**src/rtl/acc_req_responder.sv**
```systemverilog
// acc_req_responder: accelerator-side endpoint of the CVA6 accelerator
// request/response interface. Committed requests are queued in a small FIFO
// and executed strictly one at a time in order: COMPUTE adds the operands
// after a fixed latency, LOAD/STORE go through a simple memory port, and
// anything else is answered as illegal. Responses carry the request tag.

// Protocol checker: memory responses are only meaningful while waiting on memory.
module acc_req_responder_chk (
    input logic clk_i,
    input logic rst_i,
    input logic mem_resp_valid_i,
    input logic in_mem_wait_i
);

    a_mem_resp_only_in_wait: assert property (
        @(posedge clk_i) disable iff (rst_i) mem_resp_valid_i |-> in_mem_wait_i
    );

endmodule

module acc_req_responder #(
    parameter int unsigned XLEN          = 64,
    parameter int unsigned TRANS_ID_BITS = 3,
    parameter int unsigned ReqDepth      = 2,
    parameter int unsigned ExecLatency   = 3
) (
    input  logic                     clk_i,
    input  logic                     rst_i,
    input  logic                     req_valid_i,
    output logic                     req_ready_o,
    input  logic [31:0]              req_insn_i,
    input  logic [XLEN-1:0]          req_rs1_i,
    input  logic [XLEN-1:0]          req_rs2_i,
    input  logic [TRANS_ID_BITS-1:0] req_trans_id_i,
    output logic                     resp_valid_o,
    input  logic                     resp_ready_i,
    output logic [TRANS_ID_BITS-1:0] resp_trans_id_o,
    output logic [XLEN-1:0]          resp_result_o,
    output logic                     resp_error_o,
    output logic                     load_complete_o,
    output logic                     store_complete_o,
    output logic                     store_pending_o,
    output logic                     mem_req_valid_o,
    input  logic                     mem_req_ready_i,
    output logic                     mem_req_we_o,
    output logic [XLEN-1:0]          mem_req_addr_o,
    output logic [XLEN-1:0]          mem_req_wdata_o,
    input  logic                     mem_resp_valid_i,
    input  logic [XLEN-1:0]          mem_resp_rdata_i
);

    localparam int unsigned PTR_W = (ReqDepth > 1) ? $clog2(ReqDepth) : 1;
    localparam int unsigned CNT_W = $clog2(ReqDepth + 1);
    localparam int unsigned EXC_W = (ExecLatency > 1) ? $clog2(ExecLatency) : 1;
    localparam int unsigned SC_W  = $clog2(ReqDepth + 3);

    localparam logic [6:0] OP_COMPUTE = 7'h57;
    localparam logic [6:0] OP_LOAD    = 7'h07;
    localparam logic [6:0] OP_STORE   = 7'h27;

    typedef enum logic [2:0] {
        ST_IDLE     = 3'd0,
        ST_EXEC     = 3'd1,
        ST_MEM_REQ  = 3'd2,
        ST_MEM_WAIT = 3'd3,
        ST_RESP     = 3'd4
    } state_t;

    typedef enum logic [1:0] {
        K_COMPUTE = 2'd0,
        K_LOAD    = 2'd1,
        K_STORE   = 2'd2,
        K_ILLEGAL = 2'd3
    } kind_t;

    // Map the major opcode onto the operation class this endpoint executes.
    function automatic kind_t decode_kind(input logic [6:0] op);
        kind_t k;
        case (op)
            OP_COMPUTE: k = K_COMPUTE;
            OP_LOAD:    k = K_LOAD;
            OP_STORE:   k = K_STORE;
            default:    k = K_ILLEGAL;
        endcase
        return k;
    endfunction

    // Even parity over the instruction bits above the opcode.
    function automatic logic insn_hi_parity(input logic [24:0] v);
        return ^v;
    endfunction

    // Only the opcode field selects behaviour; the remaining bits are folded
    // into a sink so the full instruction word stays on the port.
    logic unused_insn_hi_s;
    assign unused_insn_hi_s = insn_hi_parity(req_insn_i[31:7]);

    // ------------------------------------------------------------------
    // Request FIFO
    // ------------------------------------------------------------------
    kind_t                    fifo_kind_r [ReqDepth];
    logic [XLEN-1:0]          fifo_rs1_r  [ReqDepth];
    logic [XLEN-1:0]          fifo_rs2_r  [ReqDepth];
    logic [TRANS_ID_BITS-1:0] fifo_id_r   [ReqDepth];
    logic [PTR_W-1:0]         wr_ptr_r;
    logic [PTR_W-1:0]         rd_ptr_r;
    logic [PTR_W-1:0]         wr_ptr_inc_s;
    logic [PTR_W-1:0]         rd_ptr_inc_s;
    logic [CNT_W-1:0]         fifo_cnt_r;
    logic [CNT_W-1:0]         fifo_cnt_next_s;
    logic                     req_ready_r;
    logic                     push_s;
    logic                     pop_s;

    state_t                   state_r;
    state_t                   state_next_s;

    assign push_s = req_valid_i && req_ready_r;
    assign pop_s  = (state_r == ST_IDLE) && (fifo_cnt_r != {CNT_W{1'b0}});

    // Pointer wrap-around and occupancy update for the request FIFO.
    always_comb begin
        wr_ptr_inc_s    = wr_ptr_r;
        rd_ptr_inc_s    = rd_ptr_r;
        fifo_cnt_next_s = fifo_cnt_r;
        if (wr_ptr_r == PTR_W'(ReqDepth - 1)) begin
            wr_ptr_inc_s = {PTR_W{1'b0}};
        end else begin
            wr_ptr_inc_s = wr_ptr_r + PTR_W'(1);
        end
        if (rd_ptr_r == PTR_W'(ReqDepth - 1)) begin
            rd_ptr_inc_s = {PTR_W{1'b0}};
        end else begin
            rd_ptr_inc_s = rd_ptr_r + PTR_W'(1);
        end
        case ({push_s, pop_s})
            2'b10:   fifo_cnt_next_s = fifo_cnt_r + CNT_W'(1);
            2'b01:   fifo_cnt_next_s = fifo_cnt_r - CNT_W'(1);
            default: fifo_cnt_next_s = fifo_cnt_r;
        endcase
    end

    // FIFO storage, pointers, occupancy and the registered ready flag.
    always_ff @(posedge clk_i or posedge rst_i) begin
        if (rst_i) begin
            wr_ptr_r    <= {PTR_W{1'b0}};
            rd_ptr_r    <= {PTR_W{1'b0}};
            fifo_cnt_r  <= {CNT_W{1'b0}};
            req_ready_r <= 1'b1;
            for (int i = 0; i < ReqDepth; i++) begin
                fifo_kind_r[i] <= K_ILLEGAL;
                fifo_rs1_r[i]  <= {XLEN{1'b0}};
                fifo_rs2_r[i]  <= {XLEN{1'b0}};
                fifo_id_r[i]   <= {TRANS_ID_BITS{1'b0}};
            end
        end else begin
            if (push_s) begin
                fifo_kind_r[wr_ptr_r] <= decode_kind(req_insn_i[6:0]);
                fifo_rs1_r[wr_ptr_r]  <= req_rs1_i;
                fifo_rs2_r[wr_ptr_r]  <= req_rs2_i;
                fifo_id_r[wr_ptr_r]   <= req_trans_id_i;
                wr_ptr_r              <= wr_ptr_inc_s;
            end
            if (pop_s) begin
                rd_ptr_r <= rd_ptr_inc_s;
            end
            fifo_cnt_r  <= fifo_cnt_next_s;
            // No pop bypass: ready reflects only whether the FIFO will be full.
            req_ready_r <= (fifo_cnt_next_s != CNT_W'(ReqDepth));
        end
    end

    // ------------------------------------------------------------------
    // Execution FSM and working registers
    // ------------------------------------------------------------------
    kind_t                    kind_r,          kind_next_s;
    logic [XLEN-1:0]          rs1_r,           rs1_next_s;
    logic [XLEN-1:0]          rs2_r,           rs2_next_s;
    logic [TRANS_ID_BITS-1:0] id_r,            id_next_s;
    logic [EXC_W-1:0]         exec_cnt_r,      exec_cnt_next_s;
    logic [XLEN-1:0]          result_r,        result_next_s;
    logic                     error_r,         error_next_s;
    logic                     mem_we_r,        mem_we_next_s;
    logic                     mem_req_valid_r, mem_req_valid_next_s;
    logic                     resp_valid_r,    resp_valid_next_s;
    logic                     load_cpl_r,      load_cpl_next_s;
    logic                     store_cpl_r,     store_cpl_next_s;

    // Next-state and next-output decode for the single in-flight instruction.
    always_comb begin
        state_next_s     = state_r;
        kind_next_s      = kind_r;
        rs1_next_s       = rs1_r;
        rs2_next_s       = rs2_r;
        id_next_s        = id_r;
        exec_cnt_next_s  = exec_cnt_r;
        result_next_s    = result_r;
        error_next_s     = error_r;
        mem_we_next_s    = mem_we_r;
        load_cpl_next_s  = 1'b0;
        store_cpl_next_s = 1'b0;
        case (state_r)
            ST_IDLE: begin
                if (pop_s) begin
                    kind_next_s   = fifo_kind_r[rd_ptr_r];
                    rs1_next_s    = fifo_rs1_r[rd_ptr_r];
                    rs2_next_s    = fifo_rs2_r[rd_ptr_r];
                    id_next_s     = fifo_id_r[rd_ptr_r];
                    result_next_s = {XLEN{1'b0}};
                    error_next_s  = 1'b0;
                    mem_we_next_s = (fifo_kind_r[rd_ptr_r] == K_STORE);
                    case (fifo_kind_r[rd_ptr_r])
                        K_COMPUTE: begin
                            state_next_s    = ST_EXEC;
                            exec_cnt_next_s = EXC_W'(ExecLatency - 1);
                        end
                        K_LOAD:  state_next_s = ST_MEM_REQ;
                        K_STORE: state_next_s = ST_MEM_REQ;
                        default: begin
                            state_next_s = ST_RESP;
                            error_next_s = 1'b1;
                        end
                    endcase
                end else begin
                    state_next_s = ST_IDLE;
                end
            end
            ST_EXEC: begin
                if (exec_cnt_r == {EXC_W{1'b0}}) begin
                    result_next_s = rs1_r + rs2_r;
                    state_next_s  = ST_RESP;
                end else begin
                    exec_cnt_next_s = exec_cnt_r - EXC_W'(1);
                end
            end
            ST_MEM_REQ: begin
                if (mem_req_ready_i) begin
                    state_next_s = ST_MEM_WAIT;
                end else begin
                    state_next_s = ST_MEM_REQ;
                end
            end
            ST_MEM_WAIT: begin
                if (mem_resp_valid_i) begin
                    if (kind_r == K_LOAD) begin
                        result_next_s   = mem_resp_rdata_i;
                        load_cpl_next_s = 1'b1;
                    end else begin
                        result_next_s    = {XLEN{1'b0}};
                        store_cpl_next_s = 1'b1;
                    end
                    state_next_s = ST_RESP;
                end else begin
                    state_next_s = ST_MEM_WAIT;
                end
            end
            ST_RESP: begin
                if (resp_ready_i) begin
                    state_next_s = ST_IDLE;
                end else begin
                    state_next_s = ST_RESP;
                end
            end
            default: begin
                state_next_s = ST_IDLE;
            end
        endcase
        mem_req_valid_next_s = (state_next_s == ST_MEM_REQ);
        resp_valid_next_s    = (state_next_s == ST_RESP);
    end

    // State, working registers and registered interface outputs.
    always_ff @(posedge clk_i or posedge rst_i) begin
        if (rst_i) begin
            state_r         <= ST_IDLE;
            kind_r          <= K_ILLEGAL;
            rs1_r           <= {XLEN{1'b0}};
            rs2_r           <= {XLEN{1'b0}};
            id_r            <= {TRANS_ID_BITS{1'b0}};
            exec_cnt_r      <= {EXC_W{1'b0}};
            result_r        <= {XLEN{1'b0}};
            error_r         <= 1'b0;
            mem_we_r        <= 1'b0;
            mem_req_valid_r <= 1'b0;
            resp_valid_r    <= 1'b0;
            load_cpl_r      <= 1'b0;
            store_cpl_r     <= 1'b0;
        end else begin
            state_r         <= state_next_s;
            kind_r          <= kind_next_s;
            rs1_r           <= rs1_next_s;
            rs2_r           <= rs2_next_s;
            id_r            <= id_next_s;
            exec_cnt_r      <= exec_cnt_next_s;
            result_r        <= result_next_s;
            error_r         <= error_next_s;
            mem_we_r        <= mem_we_next_s;
            mem_req_valid_r <= mem_req_valid_next_s;
            resp_valid_r    <= resp_valid_next_s;
            load_cpl_r      <= load_cpl_next_s;
            store_cpl_r     <= store_cpl_next_s;
        end
    end

    // ------------------------------------------------------------------
    // Outstanding-store counter
    // ------------------------------------------------------------------
    logic [SC_W-1:0] store_cnt_r;
    logic [SC_W-1:0] store_cnt_next_s;
    logic            store_pending_r;
    logic            store_accept_s;

    assign store_accept_s = push_s && (req_insn_i[6:0] == OP_STORE);

    // Count accepted stores up and completed stores down.
    always_comb begin
        store_cnt_next_s = store_cnt_r;
        case ({store_accept_s, store_cpl_r})
            2'b10:   store_cnt_next_s = store_cnt_r + SC_W'(1);
            2'b01:   store_cnt_next_s = store_cnt_r - SC_W'(1);
            default: store_cnt_next_s = store_cnt_r;
        endcase
    end

    // Counter register and its registered non-zero flag.
    always_ff @(posedge clk_i or posedge rst_i) begin
        if (rst_i) begin
            store_cnt_r     <= {SC_W{1'b0}};
            store_pending_r <= 1'b0;
        end else begin
            store_cnt_r     <= store_cnt_next_s;
            store_pending_r <= (store_cnt_next_s != {SC_W{1'b0}});
        end
    end

    assign req_ready_o      = req_ready_r;
    assign resp_valid_o     = resp_valid_r;
    assign resp_trans_id_o  = id_r;
    assign resp_result_o    = result_r;
    assign resp_error_o     = error_r;
    assign load_complete_o  = load_cpl_r;
    assign store_complete_o = store_cpl_r;
    assign store_pending_o  = store_pending_r;
    assign mem_req_valid_o  = mem_req_valid_r;
    assign mem_req_we_o     = mem_we_r;
    assign mem_req_addr_o   = rs1_r;
    assign mem_req_wdata_o  = rs2_r;

    logic in_mem_wait_s;
    assign in_mem_wait_s = (state_r == ST_MEM_WAIT);

    acc_req_responder_chk u_chk (
        .clk_i            (clk_i),
        .rst_i            (rst_i),
        .mem_resp_valid_i (mem_resp_valid_i),
        .in_mem_wait_i    (in_mem_wait_s)
    );

endmodule

```
**config.mk**
```make
export PLATFORM = sky130hd
export DESIGN_NAME = acc_req_responder
export DESIGN_NICKNAME = d
export VERILOG_FILES = /design/src/rtl/acc_req_responder.sv
export SDC_FILE = /design/constraint.sdc
export NUM_CORES = 1
export LEC_CHECK = 0
export CORE_MARGIN = 2
export CORE_UTILIZATION = 58
export CTS_BUF_LIST = sky130_fd_sc_hd__clkbuf_8
export DETAILED_ROUTE_END_ITERATION = 8
export HOLD_SLACK_MARGIN = 0.03
export PLACE_DENSITY = 0.88
export SYNTH_ARGS = -nofsm -noshare
export SYNTH_HDL_FRONTEND = slang
export SYNTH_SLANG_ARGS = --single-unit
```
**constraint.sdc**
```tcl
create_clock -name clk_i -period 38.9 [get_ports clk_i]
set_input_delay 11.67 -clock clk_i [delete_from_list [all_inputs] [get_ports clk_i]]
set_output_delay 11.67 -clock clk_i [all_outputs]
set_load 0.02 [all_outputs]
```
# Word-level counts from Yosys, hierarchy flattened
# Index checks and enable logic that the tools add are counted.
# word_totals
wordCells,129
input_bits,233
out_inout_bits,203
ram_bits,0
rom_bits,0
latchBits,0
register_bits,483
memories,0
# classes
muxes,51
order_cmp,3
bitwise,2
multipliers,0
n_addsub,8
div_mod_pow,0
shifts,0
n_reduce_logical,16
n_eq_ne,22
# ops
op,n
two-way mux 64 bit,11
bitwise mux 128 bit,2
case mux 64 bit (3 select lines),1
adder 64 bit,1
demux 64 bit (select 1 bit),1
two-way mux 3 bit,8
two-way mux 2 bit,8
case mux 3 bit (5 select lines),1
case mux 3 bit (2 select lines),2
two-way mux 1 bit,10
"!= test 2 bit, second input constant",5
"== test 3 x 2 -> 1 bit, second input constant",3
"== test 2 x 1 -> 1 bit, second input constant",4
case mux 2 bit (2 select lines),2
AND reduction 4 bit,2
"== test 7 x 3 -> 1 bit, second input constant",1
"== test 7 x 6 -> 1 bit, second input constant",1
"== test 7 bit, second input constant",1
bitwise mux 6 bit,1
"== test 2 bit, second input constant",3
"== test 3 bit, second input constant",2
case mux 2 bit (3 select lines),1
nonzero test 3 bit,2
bitwise mux 4 bit,1
19 further kinds,28

# Depth between registers and ports, before layout
# logic_depth
ltp_word,10
depth_mapped,14
ltp_nobuf,14

# Least setup slack after synthesis
# No wires, ideal clock.
# synth_timing
path_kind,input to register
startpoint,input req_insn_i[4]
endpoint,"register store_pending_r, in the netlist store_pending_o"
setup_slack_ns,25.280
path_stages,9
n_path_buf,0
arrival_time_ns,13.488
setup_ns,0.131
required_ns,38.769
cell_sequence,or3b_2 or3_1 ha_1 inv_1 fa_1 xor2_1 nor2_1 xor2_1 or3_1
# synth_via
elab_chain_cells,5
word_cells_on_any_way,6
cone_classes,3 x eq/ne; 1 x mux; 2 x reduce/logical
# synth_rtl
element,line,text
from (decl),31,"input logic [31:0] req_insn_i,"
== test 7 x 6 -> 1 bit *,313,assign store_accept_s = push_s && (req_insn_i[6:0] == OP_STORE);
logical AND 1 bit *,313,
== test 2 x 1 -> 1 bit / == test 2 bit (equally long branches),318,"case ({store_accept_s, store_cpl_r})"
case mux 3 bit (2 select lines) *,318,
net store_cnt_next_s[2],309,logic [SC_W-1:0] store_cnt_next_s;
nonzero test 3 bit *,332,store_pending_r <= (store_cnt_next_s != {SC_W{1'b0}});
to (signal assigned),332,
to (decl),310,logic store_pending_r;
# Mark *: on every way through the listed nets, which the timed path passes. The rest lies on a longest branch.
# A chain may end at the register's enable or synchronous reset.

# Worst setup path after layout
# layout_timing
startpoint,input mem_resp_valid_i
endpoint,"register result_r[60], in the netlist resp_result_o[60]"
# layout_via
elab_chain_cells,2
# layout_rtl
element,line,text
from (decl),48,"input logic mem_resp_valid_i,"
!= test 2 bit (no line),n/a,
AND reduction 4 bit (no line),n/a,
to (signal assigned),281,result_r <= {XLEN{1'b0}};
to (signal assigned),295,result_r <= result_next_s;
to (decl),181,"logic [XLEN-1:0] result_r, result_next_s;"
# Every way passes these cells.

==> flow_metrics.py <==
metrics = {
    "sta": {
        "fmax_ghz": 0.0701,
        "fin_crit_sh_pct": 36.6,
        "hold_violations": 0,
        "tightest_slew_ps": 1180,
        "rsz0062_at_grt": "false",
        "relSlewSlack_pct": 21.5,
        "finalSetupViolations": 0,
        "tns_ps": 0,
        "min_period_ps": 14260,
        "slew_violations": 0,
        "skew_ps": 20.3,
    },
    "die": {
        "io_pins": 436,
        "initial_core_util_pct": 59.0,
        "fp-row-count": 72,
        "die_y_um": 203,
        "coreArea_um2": 38800,
        "die_w_um": 203,
        "dieArea_um2": 41100,
    },
    "route": {
        "antenna_left": 0,
        "drcViolationCount": 0,
        "wl_mm": 64.4,
        "num_vias": 17883,
        "viasPerCell": 6.02,
        "wl_per_cell_um": 21.7,
        "dr.first_iter.drc_count": 1301,
        "first_pass_iters": 6,
    },
    "worst_setup_path": {
        "path_class": "input pin to flip-flop",
        "crit_required_ps": 39480,
        "critPathMaxFanout": 37,
        "endpoint_kind": "flip-flop",
        "crit_path_start_kind": "input pin",
        "worstPathArrival_ps": 14830,
    },
    "cts": {
        "post_cts_resize_count": 0,
        "cts_buffers": 80,
        "postCtsSetupBuffers": 0,
        "htreeDepth": 3,
        "clock_latency_ps": 640,
        "cts_tree": "yes",
        "clockBufferDepth": 3,
        "cts_sinks": 483,
        "ctsHoldBuffers": 0,
        "cts-root-buf": "clkbuf_8",
        "clk_pin_slew_ps": 60,
    },
    "logic_synthesis": {
        "synth_top_area_share_pct": 52.0,
        "ys_top_cells_by_count": "dfrtp_1, mux2_2, a21oi_1",
        "yosysTopAreaCell": "dfrtp_1",
        "synthSimpleGateAreaFrac_pct": 7.05,
        "yosys_most_used_dff": "dfrtp_1",
        "synth_nets": 2307,
        "ys_types": 65,
        "syn_inst": 2002,
        "syn_area_um2": 22900,
        "synth_top_family_by_area": "multiplexers",
        "syn_area_per_cell_um2": 11.5,
        "synth-seq-cells": 483,
        "synth.most_common_cell": "dfrtp_1",
        "synth_edf_count": 0,
        "synthMuxAreaShare_pct": 18.9,
        "synth_fa_ha_area_share_pct": 3.99,
        "netlist_top_cells_area": "dfrtp_1, mux2_2, mux2i_1",
        "synth-xor-area-share_pct": 2.52,
        "ys_seq_area_share_pct": 52.8,
        "synth_compound_area_share_pct": 12.4,
        "synthArstFlopShare_pct": 100,
        "synth_warnings": 0,
    },
    "layout": {
        "final_area_um2": 29000,
        "nets": 2695,
        "n_fill_cell": 2499,
        "synthToLayoutAreaGrowth_pct": 26.5,
        "fin_util_pct": 74.7,
        "drive_gt1_share_pct": 16.8,
    },
    "run_status": {
        "status": "completed",
    },
    "pwr": {
        "leakagePower_uw": 0.0126,
        "pwr_density_cell_nw_per_um2": 106,
        "ir_drop_mv": 0.0651,
    },
    "global_routing": {
        "grt_pass1_vias": 18499,
        "grt-ovfl-total": 0,
        "grt_usage_pct": 31.4,
        "grt_pass1_wl_mm": 101,
        "grt_start_max_net_pins": 112,
        "antenna_found_initial": 8,
    },
    "job": {
        "cap_viol_max_count": 0,
    },
    "place": {
        "io_buffers": 410,
        "dp_hpwl_mm": 44.2,
        "placed_cell_area_um2": 27400,
        "gp_congestion": 0.966,
    },
    "min_path": {
        "hold_path_class": "flip-flop to flip-flop",
    },
}
==> routing by layer <==
| metal | up-vias | global-route usage, % | part of all wire [%] |
|---|---|---|---|
| li1 | 7993 | - | - |
| met1 | 8983 | 40.0 | 40 |
| met2 | 736 | 51.4 | 49 |
| met3 | 169 | 6.32 | 7.0 |
| met4 | 2 | 15.7 | 4.3 |
| met5 | - | 0 | 0.025 |
==> state kept, by name (all words and copies together) (netlist names), 2 cells and up <==
name and count:
exec_cnt_r 2, fifo_id_r 6, fifo_rs1_r 128, kind_r 2, state_r 3, mem_req_wdata_o 64
mem_req_addr_o 64, resp_trans_id_o 3, fifo_kind_r 4, fifo_cnt_r 2, store_cnt_r 3, resp_result_o 64
fifo_rs2_r 128
==> final timing paths <==
check | to | from | slack (ps) | cells past startpoint
max in group asynchronous | fifo_rs1_r[94] | rst_i | 25000 | 4
worst min-delay path | resp_result_o[22] | resp_result_o[22] | 480 | 2
min in group asynchronous | mem_req_addr_o[2] | rst_i | 11570 | 2
worst max-delay path | resp_result_o[60] | mem_resp_valid_i | 24640 | 6
worst min register to register | resp_result_o[22] | resp_result_o[22] | 480 | 2
worst max register to register | resp_result_o[52] | mem_req_wdata_o[0] | 34610 | 15
==> worst max-delay path: stages <==
cell and delay, ps:
clkdlybuf4s50_1 580, mux2_2 200, nand3b_1 790, nand2b_2 950, o311a_1 550, nand2_1 70
==> cell families after synthesis <==
logic type / Yosys count
fa+ha+maj: 72
compound gates: 474
mux: 400
xor+xnor: 66
simple gates: 364
flops: 483
buf+inv: 143
==> cells in the final DEF (no fill, tap or decap), drive strengths merged, types with 10 or more instances in the layout <==
master,n
clkdlybuf4s50,410
ha,70
a31oi,16
a21o,30
clkbuf,100
nor2,171
and2,10
xor2,34
inv,53
nand2,90
nand2b,11
nand4,13
a22oi,60
a21oi,199
dfrtp,476
buf,16
nand3,17
and3,14
mux2i,136
xnor2,32
o21ai,104
o21bai,11
mux2,264
==> area by class of cell <==
| type | instances | area [um2] | area share, % |
|---|---|---|---|
| sequential | 483 | 12100 | 41.7 |
| clock inverter | 39 | 215 | 0.742 |
| tap | 518 | 648 | 2.24 |
| clock buffer | 100 | 1380 | 4.75 |
| multi-input combinational | 1376 | 10300 | 35.6 |
| timing repair buffer | 426 | 4220 | 14.6 |
| antenna | 7 | 17.5 | 0.0604 |
| inverter | 23 | 93.8 | 0.324 |
==> report_power, final <==
part | internal (uW) | switching, uW
Combinational | 734 | 958
Sequential | 756 | 188
Clock | 243 | 200
Total | 1730 | 1350
==> stage by stage <==
| step | worst slack [ps] | hold WS, ps | total power (uW) | std cells |
|---|---|---|---|---|
| 2_1_floorplan | 13760 | 430 | 2020 | 2002 |
| 3_3_place_gp | 24090 | 442 | 2520 | 2826 |
| 3_5_place_dp | 24000 | 463 | 2600 | 2826 |
| 4_1_cts | 24660 | 470 | 3070 | 2965 |
| 5_1_grt | 24490 | 475 | 3260 | 2972 |
| 6_report | 24640 | 477 | 3080 | 2972 |
Power figures use the tool's default switching activity.
